$ cat src/rtl/pixel_stream_fifo.sv
// pixel_stream_fifo
// Tags each accepted RGB pixel with its raster position flags (start of
// frame, end of line, end of frame) inside a WIDTH x HEIGHT frame and
// buffers it in a DEPTH-entry FIFO with valid/ready handshakes on both sides.
//
// Ports:
//   clk, reset              clock and synchronous active-high reset
//   frame_restart           next accepted pixel is forced to raster (0,0)
//   in_valid / in_ready     upstream handshake (in_ready is registered)
//   inred/ingreen/inblue    incoming 8-bit colour components
//   out_valid / out_ready   downstream handshake (out_valid is registered)
//   outred/outgreen/outblue head pixel colour, zero while out_valid=0
//   out_sof/out_eol/out_eof head pixel raster flags, zero while out_valid=0
//   level                   current FIFO occupancy
module pixel_stream_fifo #(
    parameter int WIDTH  = 640,
    parameter int HEIGHT = 480,
    parameter int DEPTH  = 8
) (
    input  logic                       clk,
    input  logic                       reset,
    input  logic                       frame_restart,
    input  logic                       in_valid,
    output logic                       in_ready,
    input  logic [7:0]                 inred,
    input  logic [7:0]                 ingreen,
    input  logic [7:0]                 inblue,
    output logic                       out_valid,
    input  logic                       out_ready,
    output logic [7:0]                 outred,
    output logic [7:0]                 outgreen,
    output logic [7:0]                 outblue,
    output logic                       out_sof,
    output logic                       out_eol,
    output logic                       out_eof,
    output logic [$clog2(DEPTH+1)-1:0] level
);

    localparam int PW = $clog2(DEPTH);
    localparam int LW = $clog2(DEPTH + 1);
    localparam int XW = $clog2(WIDTH);
    localparam int YW = (HEIGHT > 1) ? $clog2(HEIGHT) : 1;
    localparam int EW = 27;

    localparam logic [XW-1:0] X_LAST = XW'(WIDTH - 1);
    localparam logic [YW-1:0] Y_LAST = YW'(HEIGHT - 1);
    localparam logic [LW-1:0] L_FULL = LW'(DEPTH);

    // Entry layout: {sof, eol, eof, red, green, blue}
    logic [EW-1:0] mem [DEPTH];

    logic [PW-1:0] wr_ptr_r;
    logic [PW-1:0] rd_ptr_r;
    logic [LW-1:0] level_r;
    logic [XW-1:0] x_r;
    logic [YW-1:0] y_r;
    logic          in_ready_r;
    logic          out_valid_r;
    logic [EW-1:0] head_r;

    logic          push_s;
    logic          pop_s;
    logic [XW-1:0] base_x_s;
    logic [YW-1:0] base_y_s;
    logic          sof_s;
    logic          eol_s;
    logic          eof_s;
    logic [EW-1:0] entry_s;
    logic [LW-1:0] level_next_s;
    logic [PW-1:0] rd_ptr_next_s;
    logic [EW-1:0] head_next_s;
    logic [XW-1:0] x_next_s;
    logic [YW-1:0] y_next_s;

    assign push_s = in_valid & in_ready_r;
    assign pop_s  = out_valid_r & out_ready;

    // Raster position seen by the pixel being pushed; a restart overrides it.
    always_comb begin
        base_x_s = x_r;
        base_y_s = y_r;
        if (frame_restart) begin
            base_x_s = {XW{1'b0}};
            base_y_s = {YW{1'b0}};
        end else begin
            base_x_s = x_r;
            base_y_s = y_r;
        end
    end

    assign sof_s   = (base_x_s == {XW{1'b0}}) && (base_y_s == {YW{1'b0}});
    assign eol_s   = (base_x_s == X_LAST);
    assign eof_s   = eol_s && (base_y_s == Y_LAST);
    assign entry_s = {sof_s, eol_s, eof_s, inred, ingreen, inblue};

    // Next raster position: advance on push, clear on a restart without push.
    always_comb begin
        x_next_s = x_r;
        y_next_s = y_r;
        if (push_s) begin
            if (eol_s) begin
                x_next_s = {XW{1'b0}};
                if (base_y_s == Y_LAST) begin
                    y_next_s = {YW{1'b0}};
                end else begin
                    y_next_s = base_y_s + YW'(1);
                end
            end else begin
                x_next_s = base_x_s + XW'(1);
                y_next_s = base_y_s;
            end
        end else if (frame_restart) begin
            x_next_s = {XW{1'b0}};
            y_next_s = {YW{1'b0}};
        end else begin
            x_next_s = x_r;
            y_next_s = y_r;
        end
    end

    // Occupancy after this edge.
    always_comb begin
        level_next_s = level_r;
        case ({push_s, pop_s})
            2'b10:   level_next_s = level_r + LW'(1);
            2'b01:   level_next_s = level_r - LW'(1);
            default: level_next_s = level_r;
        endcase
    end

    assign rd_ptr_next_s = pop_s ? (rd_ptr_r + PW'(1)) : rd_ptr_r;

    // Next head register contents. When the slot being written this edge is
    // the next head slot (empty FIFO, or a single entry being popped) the
    // memory does not hold it yet, so the incoming entry is taken directly.
    always_comb begin
        head_next_s = {EW{1'b0}};
        if (level_next_s == {LW{1'b0}}) begin
            head_next_s = {EW{1'b0}};
        end else if (push_s && (wr_ptr_r == rd_ptr_next_s)) begin
            head_next_s = entry_s;
        end else begin
            head_next_s = mem[rd_ptr_next_s];
        end
    end

    // FIFO storage; contents need no reset because the pointers define validity.
    always_ff @(posedge clk) begin
        if (push_s && !reset) begin
            mem[wr_ptr_r] <= entry_s;
        end
    end

    // Control state, raster counters and registered outputs.
    always_ff @(posedge clk) begin
        if (reset) begin
            wr_ptr_r    <= {PW{1'b0}};
            rd_ptr_r    <= {PW{1'b0}};
            level_r     <= {LW{1'b0}};
            x_r         <= {XW{1'b0}};
            y_r         <= {YW{1'b0}};
            in_ready_r  <= 1'b0;
            out_valid_r <= 1'b0;
            head_r      <= {EW{1'b0}};
        end else begin
            if (push_s) begin
                wr_ptr_r <= wr_ptr_r + PW'(1);
            end
            rd_ptr_r    <= rd_ptr_next_s;
            level_r     <= level_next_s;
            x_r         <= x_next_s;
            y_r         <= y_next_s;
            in_ready_r  <= (level_next_s != L_FULL);
            out_valid_r <= (level_next_s != {LW{1'b0}});
            head_r      <= head_next_s;
        end
    end

    assign in_ready  = in_ready_r;
    assign out_valid = out_valid_r;
    assign level     = level_r;
    assign out_sof   = head_r[26];
    assign out_eol   = head_r[25];
    assign out_eof   = head_r[24];
    assign outred    = head_r[23:16];
    assign outgreen  = head_r[15:8];
    assign outblue   = head_r[7:0];

endmodule

$ cat config.mk
export PLATFORM = sky130hd
export DESIGN_NAME = pixel_stream_fifo
export DESIGN_NICKNAME = d
export VERILOG_FILES = /design/src/rtl/pixel_stream_fifo.sv
export SDC_FILE = /design/constraint.sdc
export NUM_CORES = 1
export LEC_CHECK = 0
export ABC_AREA = 1
export CORE_MARGIN = 10
export CORE_UTILIZATION = 40
export CTS_BUF_LIST = sky130_fd_sc_hd__clkbuf_8
export DETAILED_ROUTE_END_ITERATION = 10
export HOLD_SLACK_MARGIN = 0.08
export SLEW_MARGIN = 20
export SYNTH_ARGS = -nofsm -noshare
export SYNTH_HDL_FRONTEND = slang
export SYNTH_SLANG_ARGS = --single-unit
$ cat constraint.sdc
create_clock -name clk -period 5.9 [get_ports clk]
set_input_delay 0.885 -clock clk [delete_from_list [all_inputs] [get_ports clk]]
set_output_delay 0.885 -clock clk [all_outputs]
set_load 0.005 [all_outputs]
==> results of run 1 <==
## through the flow
stage          cells  cell area [um2]  power, mW   util
2_1_floorplan   1217            11900       2.91      -
3_3_place_gp    1619            12900       3.29  0.436
3_5_place_dp    1619            12900       3.31  0.436
4_1_cts         1707            13700       4.90  0.465
5_1_grt         1709            13800       5.12  0.467
6_report        1709            13800       4.84  0.467
## power by group through the flow
| stage | combinational [mW] | sequential [mW] | clock [mW] |
|---|---|---|---|
| after global placement | 1.02 | 2.27 | 0 |
| final | 1.03 | 2.23 | 1.59 |
| after global routing | 1.16 | 2.24 | 1.72 |
| after CTS | 1.04 | 2.23 | 1.63 |
| after floorplan | 0.643 | 2.27 | 0 |
| after detailed placement | 1.04 | 2.27 | 0 |
## sequential cells by signal (all words and copies together), names as in the netlist
register / flops
head_r: 27
in_ready: 1
level: 4
mem: 216
out_valid: 1
rd_ptr_r: 3
wr_ptr_r: 3
x_r: 10
y_r: 9
## kinds of logic (layout without fill, tap and decap cells)
logic type | Yosys count | count (layout)
adder cells (fa/ha/maj) | 9 | 9
multiplexers | 1 | 1
XOR/XNOR | 9 | 9
flip-flops | 274 | 274
buffers and inverters | 234 | 336
AO/OA/AOI/OAI | 25 | 25
AND/OR/NAND/NOR | 665 | 665
## layout by cell type (no fill, tap or decap), drive strengths merged
master,count
a211oi,1
nand3,251
clkinvlp,1
nor2,84
bufinv,1
buf,7
a2111oi,1
nor4,1
and2,1
a21oi,12
o22ai,2
xnor2,4
ha,9
xor2,5
nor3,4
nor3b,1
mux2i,1
a21boi,1
dfxtp,58
edfxtp,216
o21a,1
o21ai,7
nand3b,26
clkbuf,50
nand2,285
clkdlybuf4s50,61
clkinv,17
inv,199
nand4,12
## critical path, cell delays in order
cell and delay, ns:
sky130_fd_sc_hd__clkdlybuf4s50_1 0.61, sky130_fd_sc_hd__nand3_2 0.67, sky130_fd_sc_hd__nand2_4 0.76, sky130_fd_sc_hd__buf_4 0.69, sky130_fd_sc_hd__nand2_1 0.11, sky130_fd_sc_hd__nand3_1 0.11
sky130_fd_sc_hd__nand3_1 0.10, sky130_fd_sc_hd__nand3_1 0.12, sky130_fd_sc_hd__nand2_1 0.13, sky130_fd_sc_hd__nor2_1 0.11
## layer usage
metal / wire [um] / global-route usage / up-vias
li1: - / - / 4165
met1: 12700 / 0.198 / 4018
met2: 12800 / 0.240 / 274
met3: 1970 / 0.0369 / 72
met4: 833 / 0.0668 / 2
met5: 13 / 0 / -
## path summary, 6_finish.rpt
kind / from / to / slack [ns]
worst min-delay path: x_r[9] / x_r[9] / 0.50
worst min register to register: x_r[9] / x_r[9] / 0.50
worst max register to register: out_valid / head_r[17] / 2.54
worst max-delay path: out_ready / head_r[17] / 2.06
## cell type report
type / instances / area, um2
well taps: 390 / 488
fillers: 2807 / 15700
flip-flops and latches: 274 / 7650
clock buffers: 50 / 688
multi-input cells: 709 / 3390
repair buffers: 68 / 688
inverters: 180 / 678
clock inverters: 38 / 183
==> results by stage, run 1 <==
Status:
- The run finished with clean final reports.

Clock network:
- The post-CTS clock slew at the launch and capture registers of the worst setup and hold paths is 0.06 ns.
- The TritonCTS clock tree is built.
- The number of gates given a new drive strength after cts is 0.
- The clock reaches the later pin of the worst-skew pair after 0.58 ns.
- The quantity of hold-fixing buffers added after cts is 0.
- In this run, CTS created clock tree buffers numbering 48.
- The root cell of the clock tree is sky130_fd_sc_hd__clkbuf_8.
- The H-tree depth is 2.
- Counting every sink on the clock net gives between 200 and 300.
- The maximum clock insertion buffer count is 3.
- In this run the post-CTS setup repair buffer count came out at 0.

STA:
- The transition time at the pin with the least slew margin is 1.07 ns.
- Across the routed clock network, the largest skew measured is 0.0316 ns.
- In this run the tightest slew margin relative to its limit is 0.282.
- The highest achievable clock rate is between 0.2 and 0.3 GHz.
- The number of hold-slack violations in the final timing report is 0.
- The total of endpoints with negative setup slack in the final report is 0.
- Setup repair after global routing left no endpoint under its margin.
- The max-slew violation count is 0.
- The worst setup margin is 2.06 ns.
- In the final timing run, aggregate negative setup slack is 0 ns.
- The tightest hold path in the finished design has a slack of 0.502 ns.
- The worst path needs around 3.8 ns of the cycle, external delays included.
- The final worst-path cycle share is 0.651.

Yosys:
- The number of enable flip-flop cells after synthesis is 216.
- Of the total synthesized cell area, the portion taken by AND, OR, NAND and NOR gates is 0.250.
- The synthesized area per cell is 9.79 um2.
- The combinational family with the most area after synthesis is simple AND/OR/NAND/NOR gates.
- The Yosys step of the flow raised 0 warnings.
- Of the total synthesized cell area, the portion taken by XOR and XNOR cells is 0.00662.
- Of the total synthesized cell area, the portion taken by full adders, half adders and majority gates is 0.00945.
- The synthesized netlist contains 35 unique library cells.
- The sequential area share after synthesis is 0.642.
- The dominant cell type by area after synthesis is sky130_fd_sc_hd__edfxtp_1.
- The mapped netlist covers between 10,000 and 15,000 um2.
- The post-synth net total is approximately 1.3k.
- Synthesis handed over a netlist of around 1.2k instances.
- Ranked by instance count, the synthesized netlist is headed by 282 x sky130_fd_sc_hd__nand2_1, 249 x sky130_fd_sc_hd__nand3_1, 216 x sky130_fd_sc_hd__edfxtp_1.
- The portion of netlist area occupied by mux cells is 0.000840.
- Synthesis inferred about 270 register bits.
- The compound-gate portion of the synthesized area was 0.0117.
- Of the post-synthesis cell area, the dominant cell type holds 0.544.
- The most used standard cell by instance count after synthesis is sky130_fd_sc_hd__nand2_1.
- The most used flip-flop cell after synthesis is sky130_fd_sc_hd__edfxtp_1.
- The fraction of registers with async set/reset is 0.
- Ranked by total cell area, the synthesized netlist is headed by sky130_fd_sc_hd__edfxtp_1 54%, sky130_fd_sc_hd__nand3_1 10%, sky130_fd_sc_hd__dfxtp_1 9.7%.

Floorplan:
- The floorplan row count is 63.
- The initial utilization of the core area, before any placement, comes to 0.404.
- The die is 193 um wide.
- The number of placed I/O pins is 62.
- The floorplan step defined a die boundary enclosing 37,100 um2.
- The height of the die is roughly 190 um.
- The placeable core area is 29,500 um2.

Hold path:
- The worst hold path depth is 2.
- The path class of the tightest hold or removal check is flip-flop to flip-flop.

Global routing:
- The first-pass GRT wire length is 44,800 um.
- The number of global-route vias before repair came to around 8.6k.
- The maximum number of pins on one net before global-route repair is between 70 and 80.
- For this run, the total global-route usage over all layers was measured as 0.153.
- The number of antenna violations at the first check in global routing is 1.
- The total global routing overflow is 0.

Setup path:
- The type of the worst setup path is input port to flip-flop.
- The signal arrival time at the worst endpoint is between 4 and 5 ns.
- STA puts the critical path data required time at 6.39 ns.
- The critical path capture point type is a flip-flop.
- Along the worst path, the maximum fanout reaches 64.
- The kind of launch point of the worst setup path is an input port.
- The length in cells of the worst reg-to-reg path is 9.

Routing:
- The final antenna-violating net count is 0.
- The detail-routed via count per cell is about 5.
- The length of the first detailed-routing pass in iterations is 5.
- The routed wirelength normalized by instance count is 16.6 um.
- The total DRC errors in the routed layout is 0.
- The detailed router placed 8,531 vias in this run.
- Summed over all layers, the routed wires come to 28,400 um.
- The violation count after the first detailed-routing iteration is around 560.

Layout:
- The diode insertion count for antenna repair is 0.
- The area added between synthesis and finish is 15.5%.
- Of the cells placed in the final design, the portion with a size suffix greater than 1 is 0.0637.
- For this run, the post-layout net count is 1,319.

Placed design:
- The post-placement worst setup slack is 1.53 ns.
- Routability-driven placement finished with a final weighted congestion of 0.847.
- The total of buffers placed on input and output ports is between 60 and 70.
- After legalization and detailed placement, the total HPWL measured 15,100 um.

Power and ir drop:
- The leakage power is 5.58 nW.
- The internal power of the cells totals 3.40 mW.
- The switching share of power is 0.299.
- Of the total power, combinational logic draws 0.212.
- The switching power total is approximately 1.4 mW.
- The share of total power dissipated in sequential elements is 0.460.
- The power density normalized to cell area is 352 nW/um2.
- The highest ir drop seen on vdd is 0.155 mV.
- The power share of the clock group is 0.327.

Run:
- The number of max-cap violations is 0.
Power figures use the tool's default switching activity.
==> run 2, diff against run 1 <==
==> constraint.sdc (replaced) <==
create_clock -name clk -period 3.3 [get_ports clk]
set_input_delay 0.495 -clock clk [delete_from_list [all_inputs] [get_ports clk]]
set_output_delay 0.495 -clock clk [all_outputs]
set_load 0.005 [all_outputs]
==> run 2 against run 1 <==
- critical path depth increased by 5
- worst setup slack got worse by 1.1 ns
- flip-flop and latch count unchanged
- final area increased by 2.4%
- cell count increased by 1.6%
- routed wire length increased by 4.5%
- first-iteration DRC count increased by 2.7%
- non-clock buffer count increased by 26
- worst hold slack improved by 0.010 ns
- utilization increased by 1.1 points
- clock power increased by 83%
- register-to-register slack got worse by 1.6 ns
==> results by stage, run 2 (synthesis gave the netlist of run 1 again) <==
Status:
- The flow ran to the end, and the final reports show no timing, DRC or antenna violations.

Clock network:
- The quantity of hold-fixing buffers added after cts is 0.
- The number of gates resized after CTS was 0.
- The number of buffers inserted to repair setup after CTS is 0.
- The H-tree was split into 2 levels.
- The maximum clock insertion buffer count is 3.
- Counting the buffers created by CTS gives 48.
- The TritonCTS clock tree is built.
- The clock net in this run drives a total of 274 sinks.
- In this run the clock root is driven by a sky130_fd_sc_hd__clkbuf_8.
- The clock latency on the worst-skew pair is 0.55 ns.
- The post-CTS clock slew at the launch and capture registers of the worst setup and hold paths is 0.06 ns.

Placed design:
- Once detailed placement completed, the half-perimeter wirelength came to 16,800 um.
- The final weighted congestion in routability-driven placement is 0.887.
- The number of instances in the placed design is 1,647.
- After detailed placement, the total cell area comes to 13,200 um2.
- Port buffering added slightly above 60 buffers.

Floorplan:
- During I/O placement, the number of pins put on the boundary was 62.
- The overall die area is 37,100 um2.
- The height of the die is between 150 and 200 um.
- The placeable core area is 29,500 um2.
- The floorplan row count is 63.
- The starting density of the core is 0.404.
- The floorplan step set the die width to 193 um.

Layout:
- The post-route cell area is 14,100 um2.
- The register with the most flip-flops in the layout has 216 of them.
- 0 antenna diodes ended up in the layout.
- In the layout the commonest cells are 279 x sky130_fd_sc_hd__nand2_1, 249 x sky130_fd_sc_hd__nand3_1, 216 x sky130_fd_sc_hd__edfxtp_1.
- At the end of the flow the core is filled with cells to 0.478.
- The area added between synthesis and finish is 18.3%.
- In the final layout, the registers with the most flip-flops are mem: 216 flops, head_r: 27 flops, x_r: 10 flops.
- After the last flow step, the layout net total stands at 1,345.
- The register with the most flip-flops is mem.
- Leaving out fill and tap cells, the most frequent cell in the layout is sky130_fd_sc_hd__nand2_1.
- Of the cells placed in the final design, the portion with a size suffix greater than 1 is 0.0832.
- Once layout is complete, the cells apart from fillers number 1,736.

Power and ir drop:
- The power density normalized to cell area is 627 nW/um2.
- The worst-case IR drop observed on VDD is around 0.32 mV.
- Total power for the finished layout comes to 8.83 mW.
- Summed over all cells, the static leakage comes to 5.74 nW.

Routing:
- The wire length reported by the detailed router is 29,600 um.
- The total DRC errors in the routed layout is 0.
- The detail-routed via count per cell is between 5 and 6.
- Dividing the detail-routed wire length by the instance count gives 17.1 um.
- The detailed router finished its first iteration with roughly 580 violations.
- For this run, the detailed router's first-pass iteration total came to 5.
- The via total after detailed routing is just under 9k.
- The count of nets left with antenna violations once routing finished came out at 0.

Hold path:
- The type of the tightest min-delay check is flip-flop to flip-flop.

Setup path:
- The signal on the critical path passes through buf_4, nand2_2, inv_1, ha_1, nand2_1, inv_1, nor2_1, ha_1, mux2i_1, nand2_1, nor2_1, nand3_1, nand2_1, buf_12, nor2_1.
- The critical path capture point type is a flip-flop.
- The kind of cell with the highest combined delay along the critical path is simple AND/OR/NAND/NOR gates.
- The number of buffer and inverter stages on the critical path is 4.
- The highest cell delay on the worst timing path is 0.30 ns.
- For this design, the slowest cell found on the critical path is sky130_fd_sc_hd__dfxtp_1.
- The type of the worst setup path is flip-flop to flip-flop.
- The worst setup path is launched from a flip-flop.
- Data on the critical path arrives at its endpoint at approximately 2.8 ns.
- For the worst setup path, the data required time is around 3.7 ns.
- Along the worst path, the maximum fanout reaches 28.

STA:
- The number of hold-slack violations in the final timing report was 0.
- Counting I/O delays and the setup requirement, the final critical path takes 2.33 ns.
- For this run, the top clock speed supported by timing is 0.428 GHz.
- The final worst-path cycle share is 0.707.
- Setup violations remaining at the end of the flow were counted as 0.
- Adding up every negative setup slack in the final design gives 0 ns.
- The max-slew violation count is 0.
- Setup repair after global routing left no endpoint under its margin.
- In this run the tightest slew margin relative to its limit is 0.585.
- The clock arrives with 0.0139 ns of skew.
- At the pin with the least slew margin, the transition time is roughly 0.62 ns.

Global routing:
- The first global-routing pass estimated 46,800 um of wire.
- The total overflow left after global routing is 0.
- The number of global-route vias before repair is about 8.7k.
- The number of antenna violations at the first check in global routing is 0.
- The maximum number of pins on one net before global-route repair is 56.
- The overall track demand over capacity in global routing is 0.160.

Run:
- The number of max-cap violations is 0.
run 2: area by class of cell:
class	count	area, um2
timing repair buffer	94	983
sequential	274	7650
multi-input combinational	709	3390
inverter	180	678
clock buffer	50	688
clock inverter	39	214
fill	2769	15400
tap	390	488
run 2: layer usage:
layer	track usage	routed length, um	vias to the layer above
li1	-	-	4212
met1	0.208	12900	4136
met2	0.261	14000	317
met3	0.0316	2120	58
met4	0.0575	627	0
met5	0	0	-
run 2: worst paths after layout:
path	cells past startpoint	from	slack, ns	to
hold reg to reg	2	x_r[9]	0.51	x_r[9]
hold / removal	2	x_r[9]	0.51	x_r[9]
setup reg to reg	15	out_valid	0.97	head_r[8]
setup / recovery	15	out_valid	0.97	head_r[8]
run 2: metrics by stage:
step	hold WS (ns)	setup slack, ns
4_1_cts	0.516	0.957
2_1_floorplan	0.470	0.670
3_5_place_dp	0.508	0.450
3_3_place_gp	0.491	0.507
6_report	0.513	0.966
5_1_grt	0.553	0.749
run 2: power breakdown:
| part | total [mW] | switching (mW) | internal, mW | leakage, nW |
|---|---|---|---|---|
| clock | 2.91 | 1.35 | 1.56 | 0.519 |
| combinational | 1.94 | 1.19 | 0.756 | 2.79 |
| sequential | 3.98 | 0.0806 | 3.90 | 2.43 |
run 2: worst register-to-register path: cells and delay by family, from the launching register on:
kind	cells	cell delay (ns)
and+or+nand+nor	8	0.82
buffers and inverters	4	0.48
adders and majority gates	2	0.47
DFF	1	0.30
muxes	1	0.16
